**src/rtl/i2c_master_byte_if.sv**
```systemverilog
// Command handshake and I2C line bundle for i2c_master_byte.
// master modport is the initiator block; slave modport is the command/bus side.
interface i2c_master_byte_if;
    logic       cmd_valid_i;
    logic       cmd_ready_o;
    logic [1:0] cmd_i;
    logic [7:0] wdata_i;
    logic       rack_i;
    logic       done_o;
    logic       err_o;
    logic [7:0] rdata_o;
    logic       nack_o;
    logic       busy_o;
    logic       scl_o;
    logic       sda_o;
    logic       sda_i;
    logic       scl_i;

    modport master (
        input  cmd_valid_i, cmd_i, wdata_i, rack_i, sda_i, scl_i,
        output cmd_ready_o, done_o, err_o, rdata_o, nack_o, busy_o,
        output scl_o, sda_o
    );

    modport slave (
        output cmd_valid_i, cmd_i, wdata_i, rack_i, sda_i, scl_i,
        input  cmd_ready_o, done_o, err_o, rdata_o, nack_o, busy_o,
        input  scl_o, sda_o
    );
endinterface

```
**src/rtl/i2c_master_byte.sv**
```systemverilog
// Byte-level I2C initiator: START/STOP/WRITE/READ in quarter-period steps.
// Define I2C_CLK_STRETCH_EN to let a responder stretch SCL-high quarters.
module i2c_master_byte #(
    parameter int CLK_DIV = 250
) (
    input logic clk_i,
    input logic rst_i,
    i2c_master_byte_if.master bus
);
    localparam int CW = $clog2(CLK_DIV);
    localparam logic [CW-1:0] CNT_MAX = CW'(CLK_DIV - 1);

    localparam logic [1:0] CMD_START = 2'b00;
    localparam logic [1:0] CMD_STOP  = 2'b01;
    localparam logic [1:0] CMD_READ  = 2'b11;

    typedef enum logic [2:0] {
        S_IDLE, S_START, S_STOP, S_BIT, S_DONE
    } state_t;

    state_t state, state_nx;
    logic [1:0] q, q_nx;
    logic [CW-1:0] cnt, cnt_nx;
    logic [3:0] slot, slot_nx;
    logic [7:0] shreg, shreg_nx;
    logic [1:0] op, op_nx;
    logic rack, rack_nx;
    logic errp, errp_nx;
    logic scl, scl_nx;
    logic sda, sda_nx;
    logic done, done_nx;
    logic err, err_nx;
    logic ready, ready_nx;
    logic busy, busy_nx;
    logic [7:0] rdata, rdata_nx;
    logic nack, nack_nx;
    logic enter;
    logic bit_val;
    logic hold;

`ifdef I2C_CLK_STRETCH_EN
    // a released SCL that still reads low means the responder is stretching
    assign hold = scl && !bus.scl_i;
`else
    logic unused_scl;
    assign unused_scl = bus.scl_i;
    assign hold = 1'b0;
`endif

    always_ff @(posedge clk_i or negedge rst_i) begin
        if (!rst_i) begin
            state <= S_IDLE;
            q     <= 2'd0;
            cnt   <= '0;
            slot  <= 4'd0;
            shreg <= 8'd0;
            op    <= 2'd0;
            rack  <= 1'b0;
            errp  <= 1'b0;
            scl   <= 1'b1;
            sda   <= 1'b1;
            done  <= 1'b0;
            err   <= 1'b0;
            ready <= 1'b1;
            busy  <= 1'b0;
            rdata <= 8'd0;
            nack  <= 1'b0;
        end else begin
            state <= state_nx;
            q     <= q_nx;
            cnt   <= cnt_nx;
            slot  <= slot_nx;
            shreg <= shreg_nx;
            op    <= op_nx;
            rack  <= rack_nx;
            errp  <= errp_nx;
            scl   <= scl_nx;
            sda   <= sda_nx;
            done  <= done_nx;
            err   <= err_nx;
            ready <= ready_nx;
            busy  <= busy_nx;
            rdata <= rdata_nx;
            nack  <= nack_nx;
        end
    end

    always_comb begin
        state_nx = state;
        q_nx     = q;
        cnt_nx   = cnt;
        slot_nx  = slot;
        shreg_nx = shreg;
        op_nx    = op;
        rack_nx  = rack;
        errp_nx  = errp;
        scl_nx   = scl;
        sda_nx   = sda;
        done_nx  = 1'b0;
        err_nx   = 1'b0;
        ready_nx = ready;
        busy_nx  = busy;
        rdata_nx = rdata;
        nack_nx  = nack;
        enter    = 1'b0;
        bit_val  = 1'b1;

        unique case (state)
            S_IDLE: begin
                if (bus.cmd_valid_i && ready) begin
                    ready_nx = 1'b0;
                    op_nx    = bus.cmd_i;
                    shreg_nx = bus.wdata_i;
                    rack_nx  = bus.rack_i;
                    q_nx     = 2'd0;
                    cnt_nx   = '0;
                    slot_nx  = 4'd0;
                    if (bus.cmd_i != CMD_START && !busy) begin
                        state_nx = S_DONE;
                        errp_nx  = 1'b1;
                    end else begin
                        enter = 1'b1;
                        unique case (bus.cmd_i)
                            CMD_START: state_nx = S_START;
                            CMD_STOP:  state_nx = S_STOP;
                            default:   state_nx = S_BIT;
                        endcase
                    end
                end
            end
            S_START, S_STOP, S_BIT: begin
                if (!hold) begin
                    if (cnt != CNT_MAX) begin
                        cnt_nx = cnt + CW'(1);
                    end else begin
                        cnt_nx = '0;
                        // q1->q2 boundary is mid SCL-high
                        if (state == S_BIT && q == 2'd1) begin
                            if (slot == 4'd8) begin
                                if (!op[0]) nack_nx = bus.sda_i;
                            end else if (op[0]) begin
                                shreg_nx = {shreg[6:0], bus.sda_i};
                            end
                        end
                        if (q != 2'd3) begin
                            q_nx  = q + 2'd1;
                            enter = 1'b1;
                        end else if (state == S_BIT && slot != 4'd8) begin
                            q_nx    = 2'd0;
                            slot_nx = slot + 4'd1;
                            enter   = 1'b1;
                        end else begin
                            state_nx = S_DONE;
                        end
                    end
                end
            end
            S_DONE: begin
                done_nx  = 1'b1;
                err_nx   = errp;
                errp_nx  = 1'b0;
                ready_nx = 1'b1;
                state_nx = S_IDLE;
                if (!errp) begin
                    unique case (op)
                        CMD_START: busy_nx  = 1'b1;
                        CMD_STOP:  busy_nx  = 1'b0;
                        CMD_READ:  rdata_nx = shreg;
                        default:   ;
                    endcase
                end
            end
            default: state_nx = S_IDLE;
        endcase

        if (op_nx[0])
            bit_val = (slot_nx == 4'd8) ? rack_nx : 1'b1;
        else
            bit_val = (slot_nx == 4'd8) ? 1'b1
                    : shreg_nx[3'd7 - slot_nx[2:0]];

        if (enter) begin
            unique case (state_nx)
                S_START: begin
                    unique case (q_nx)
                        2'd0:    sda_nx = 1'b1;
                        2'd1:    scl_nx = 1'b1;
                        2'd2:    sda_nx = 1'b0;
                        default: scl_nx = 1'b0;
                    endcase
                end
                S_STOP: begin
                    unique case (q_nx)
                        2'd0:    sda_nx = 1'b0;
                        2'd1:    scl_nx = 1'b1;
                        2'd2:    sda_nx = 1'b1;
                        default: ;
                    endcase
                end
                S_BIT: begin
                    unique case (q_nx)
                        2'd0: begin
                            scl_nx = 1'b0;
                            sda_nx = bit_val;
                        end
                        2'd1:    scl_nx = 1'b1;
                        2'd2:    ;
                        default: scl_nx = 1'b0;
                    endcase
                end
                default: ;
            endcase
        end
    end

    assign bus.cmd_ready_o = ready;
    assign bus.done_o      = done;
    assign bus.err_o       = err;
    assign bus.rdata_o     = rdata;
    assign bus.nack_o      = nack;
    assign bus.busy_o      = busy;
    assign bus.scl_o       = scl;
    assign bus.sda_o       = sda;
endmodule

```
**src/flat_wrapper.sv**
```systemverilog
// flat-port wrapper written by rule: the top's interface ports become plain ports
module i2c_master_byte_flat 
#(
    parameter int CLK_DIV = 250
)
  (clk_i, rst_i, bus_cmd_valid_i, bus_cmd_i, bus_wdata_i, bus_rack_i, bus_sda_i, bus_scl_i, bus_cmd_ready_o, bus_done_o, bus_err_o, bus_rdata_o, bus_nack_o, bus_busy_o, bus_scl_o, bus_sda_o);
  i2c_master_byte_if bus_i ();
  input logic clk_i;
  input logic rst_i;
  input wire logic [$bits(bus_i.cmd_valid_i)-1:0] bus_cmd_valid_i;
  input wire logic [$bits(bus_i.cmd_i)-1:0] bus_cmd_i;
  input wire logic [$bits(bus_i.wdata_i)-1:0] bus_wdata_i;
  input wire logic [$bits(bus_i.rack_i)-1:0] bus_rack_i;
  input wire logic [$bits(bus_i.sda_i)-1:0] bus_sda_i;
  input wire logic [$bits(bus_i.scl_i)-1:0] bus_scl_i;
  output wire logic [$bits(bus_i.cmd_ready_o)-1:0] bus_cmd_ready_o;
  output wire logic [$bits(bus_i.done_o)-1:0] bus_done_o;
  output wire logic [$bits(bus_i.err_o)-1:0] bus_err_o;
  output wire logic [$bits(bus_i.rdata_o)-1:0] bus_rdata_o;
  output wire logic [$bits(bus_i.nack_o)-1:0] bus_nack_o;
  output wire logic [$bits(bus_i.busy_o)-1:0] bus_busy_o;
  output wire logic [$bits(bus_i.scl_o)-1:0] bus_scl_o;
  output wire logic [$bits(bus_i.sda_o)-1:0] bus_sda_o;
  assign bus_i.cmd_valid_i = bus_cmd_valid_i;
  assign bus_i.cmd_i = bus_cmd_i;
  assign bus_i.wdata_i = bus_wdata_i;
  assign bus_i.rack_i = bus_rack_i;
  assign bus_i.sda_i = bus_sda_i;
  assign bus_i.scl_i = bus_scl_i;
  assign bus_cmd_ready_o = bus_i.cmd_ready_o;
  assign bus_done_o = bus_i.done_o;
  assign bus_err_o = bus_i.err_o;
  assign bus_rdata_o = bus_i.rdata_o;
  assign bus_nack_o = bus_i.nack_o;
  assign bus_busy_o = bus_i.busy_o;
  assign bus_scl_o = bus_i.scl_o;
  assign bus_sda_o = bus_i.sda_o;
  i2c_master_byte #(.CLK_DIV(CLK_DIV)) u_core (.clk_i(clk_i), .rst_i(rst_i), .bus(bus_i));
endmodule
```
**config.mk**
```make
export PLATFORM = sky130hd
export DESIGN_NAME = i2c_master_byte_flat
export DESIGN_NICKNAME = d
export VERILOG_FILES = /design/src/rtl/i2c_master_byte_if.sv /design/src/rtl/i2c_master_byte.sv /design/src/flat_wrapper.sv
export SDC_FILE = /design/constraint.sdc
export NUM_CORES = 1
export LEC_CHECK = 0
export ABC_CLOCK_PERIOD_IN_PS = 4700
export BUFFER_PORTS_ARGS = -buffer_cell sky130_fd_sc_hd__buf_2
export CORE_MARGIN = 1.5
export CORE_UTILIZATION = 60
export DETAILED_ROUTE_END_ITERATION = 7
export GPL_ROUTABILITY_DRIVEN = 0
export PLACE_DENSITY = 0.79
export RECOVER_POWER = 25
export SLEW_MARGIN = 20
export SYNTH_ARGS = -nofsm -noshare
export SYNTH_HDL_FRONTEND = slang
export SYNTH_SLANG_ARGS = --single-unit
```
**constraint.sdc**
```tcl
create_clock -name clk_i -period 4.7 [get_ports clk_i]
set_input_delay 0.47 -clock clk_i [delete_from_list [all_inputs] [get_ports clk_i]]
set_output_delay 0.47 -clock clk_i [all_outputs]
set_load 0.01 [all_outputs]
```
==> reports/metrics.yaml <==
status: "complete, but fails checks"
violations: "capacitance limit, slew limit"
p_leak_nw: 1.300
cts.reportedPaths.clkPinSlew_ps: 90
grt_first_pass_wirelength_mm: 8.901
synth_area_per_cell_sq_um: 10.18
ys_types: 64
hold_viol: 0
worstPathCellList: "inv_1 -> ha_1 -> and3b_2 -> nor4_4 -> a22oi_1 -> and2_2 -> a2111oi_2 -> nor4_1 -> a311oi_1"
cp_data_required_time_ps: 4900
wl_met1_mm: 2.477
drc: 0
routed.top_layer: "met4"
period_needed_ps: 3021
cap_violations: 1
drt_pre_antenna_iters: 5
post-synth-top-count-cell: "dfrtp_1"
initial_core_util_pct: 64.53
seq_power_share_pct: 46.4
routed-via-count: 1986
p_clk_share_pct: 24.4
synthTopCellsByCount: "dfrtp_1 (41), nand2_1 (30), o21ai_0 (16)"
fin_crit_sh_pct: 64.28
finalNetCount: 293
drt_first_iter_violations: 166
worst_pin_slew_ps: 2243
ir_worst_vdd_uv: 280.8
ys_seq_area_share_pct: 45.40
critPathCaptureType: "register"
grt_pass1_vias: 1831
async_reset_ff_share_pct: 100.0
fmax_mhz: 331.0
ant_nets: 0
p_sw_uw: 449.6
setup_viol: 0
cts_resized: 0
antenna_found_initial: 0
synth_top_area_cell: "dfrtp_1"
pre_cts_slack_ps: 1730
synth_nets: 261
setup-tns-final_ps: 0
clockBufferDepth: 2
critPathSlowestCell: "nor4_4"
path_class: "reg -> reg"
slowest_delay_ps: 590
grt_max_degree: 45
combPwrFrac_pct: 29.2
arrival_ps: 3220
worstHoldPathType: "in -> reg"
synth_edf_count: 0
finClkSkew_ps: 5.228
wire_per_inst_um: 16.52
clockRootBuffer: "clkbuf_8"
yosys_warnings: 0
dp_hpwl_mm: 3.827
io_buffers: 29
rsz0062_at_grt: "no"
crit_fanout: 10
overflow: 0
start_kind: "register"
final_cell_count_no_fill: 320
holdBufCountCts: 0
clock_latency_ps: 310
track_usage_pct: 27.14
syn_inst: 239
slew_headroom_pct: -49.55
die_x_um: 66.69
diodes: 0
rows: 22
finalMaxSlewViolations: 45
cts_inserted_buffers: 5
dieArea_sq_mm: 0.004447
htree_levels: 2
numClockSinks: 44
ys.flop_type: "dfrtp_1"
ys_seq_elements: 44
ys_top_cells_by_area: "dfrtp_1 (42%), mux2_2 (5.1%), nand2_1 (4.6%)"
setup_slack_ps: 1679
dp.cells: 312
p_int_uw: 768.1
postCtsSetupRepairBufs: 0
area_growth_pct: 11.77
core-area_sq_mm: 0.003771
avgViaCountPerCell: 6.206
netlist.area_leader.share_pct: 42.16
p_per_area_mw_per_mm2: 447.7
met3_length_um: 324
wl_met2_mm: 2.412
ios: 31
cts_tree: "built"
wl_mm: 5.286
synth_area_sq_mm: 0.002434
die_h_um: 66.69
switching_share_pct: 36.92
drive_above_1_share_pct: 26.47
[worst max-delay path: cells and delay by family (launching register included)]
| kind | cells | cell delay (ps) |
|---|---|---|
| compound gates | 3 | 960 |
| fa+ha+maj | 1 | 220 |
| buf+inv | 1 | 90 |
| flops | 1 | 440 |
| simple gates | 4 | 1200 |
[area by class of cell]
cell class                      count  area [sq um]
Inverter                           13         48.80
Clock inverter                      3         47.55
Multi-Input combinational cell    177          1239
Sequential cell                    44          1105
Clock buffer                        5         68.82
Fill cell                         303          1051
Timing Repair Buffer               30         151.4
Tap cell                           48         60.06
[per-layer routing]
layer | GRT usage (%) | vias up
li1 | - | 945
met1 | 39.80 | 967
met2 | 39.25 | 66
met3 | 6.419 | 8
met4 | 9.439 | 0
met5 | 0 | -
[metrics by stage]
stage | util, % | power, mW | instance area (sq um) | hold slack [ps]
floorplan | - | 0.8087 | 2434 | 174.4
global placement | 68.94 | 0.8984 | 2600 | 461.8
detailed placement | 69.08 | 0.9218 | 2605 | 471.2
CTS | 72.16 | 1.218 | 2721 | 338.3
global route | 72.13 | 1.304 | 2720 | 418.1
finish | 72.13 | 1.218 | 2720 | 402.2
[state kept, by name, indices dropped and copies added, names as in the netlist, 2 cells and up]
register            flops
u_core.bus.rdata_o      8
u_core.q                2
u_core.slot             4
u_core.shreg            8
u_core.op               2
u_core.cnt              8
u_core.state            3
[placed cells by master (no fill, tap or decap), types with 2 or more instances in the layout]
cell type	Yosys	final
dfrtp_1	41	41
nand2_1	30	30
buf_2	1	28
o21ai_0	16	16
nor2_1	14	14
inv_1	13	13
mux2_2	11	11
a21oi_1	8	8
a22oi_1	6	6
ha_1	6	6
or2_2	5	5
nand3_1	5	5
nor4_1	5	5
clkbuf_8	0	5
nand3b_1	4	4
nand4b_1	4	4
a21o_1	4	4
mux2i_1	3	3
a311oi_1	3	3
nor2b_1	3	3
dfstp_2	3	3
a21boi_0	2	2
nand4_1	2	2
o21a_1	2	2
o22ai_1	2	2
a31oi_1	2	2
and3_1	2	2
o31ai_1	2	2
clkinv_4	0	2
[final timing paths]
path / start / to / slack [ps] / depth (start not counted)
max in group asynchronous: rst_i / u_core.bus.nack_o$_DFFE_PN0P_ / 2610 / 1
worst max-delay path: u_core.slot[0]$_DFF_PN0_ / u_core.bus.sda_o$_DFFE_PN1P_ / 1680 / 9
min in group asynchronous: rst_i / u_core.cnt[5]$_DFFE_PN0P_ / 830 / 1
worst min register to register: u_core.bus.cmd_ready_o$_DFFE_PN1P_ / u_core.bus.cmd_ready_o$_DFFE_PN1P_ / 480 / 2
worst max register to register: u_core.slot[0]$_DFF_PN0_ / u_core.bus.sda_o$_DFFE_PN1P_ / 1680 / 9
worst min-delay path: bus_cmd_i[1] / u_core.op[1]$_DFFE_PN0P_ / 400 / 3
[power by group through the flow]
| stage | Clock (mW) | Sequential (mW) | Combinational [mW] |
|---|---|---|---|
| 2_1_floorplan | 0 | 0.548 | 0.261 |
| 3_3_place_gp | 0 | 0.562 | 0.337 |
| 3_5_place_dp | 0 | 0.569 | 0.353 |
| 4_1_cts | 0.299 | 0.562 | 0.356 |
| 5_1_grt | 0.318 | 0.580 | 0.406 |
| 6_report | 0.297 | 0.565 | 0.356 |
[logic make-up after synthesis]
| logic type | count (synthesis) | share of synthesized area (%) |
|---|---|---|
| AOI/OAI and AO/OA | 66 | 19.28 |
| adders and majority gates | 6 | 3.085 |
| muxes | 15 | 7.249 |
| xor gates and xnor gates | 2 | 0.7199 |
| buffers and inverters | 18 | 3.907 |
| DFF | 44 | 45.40 |
| and+or+nand+nor | 88 | 20.36 |
Note: power is estimated with default switching activity, not from simulation.
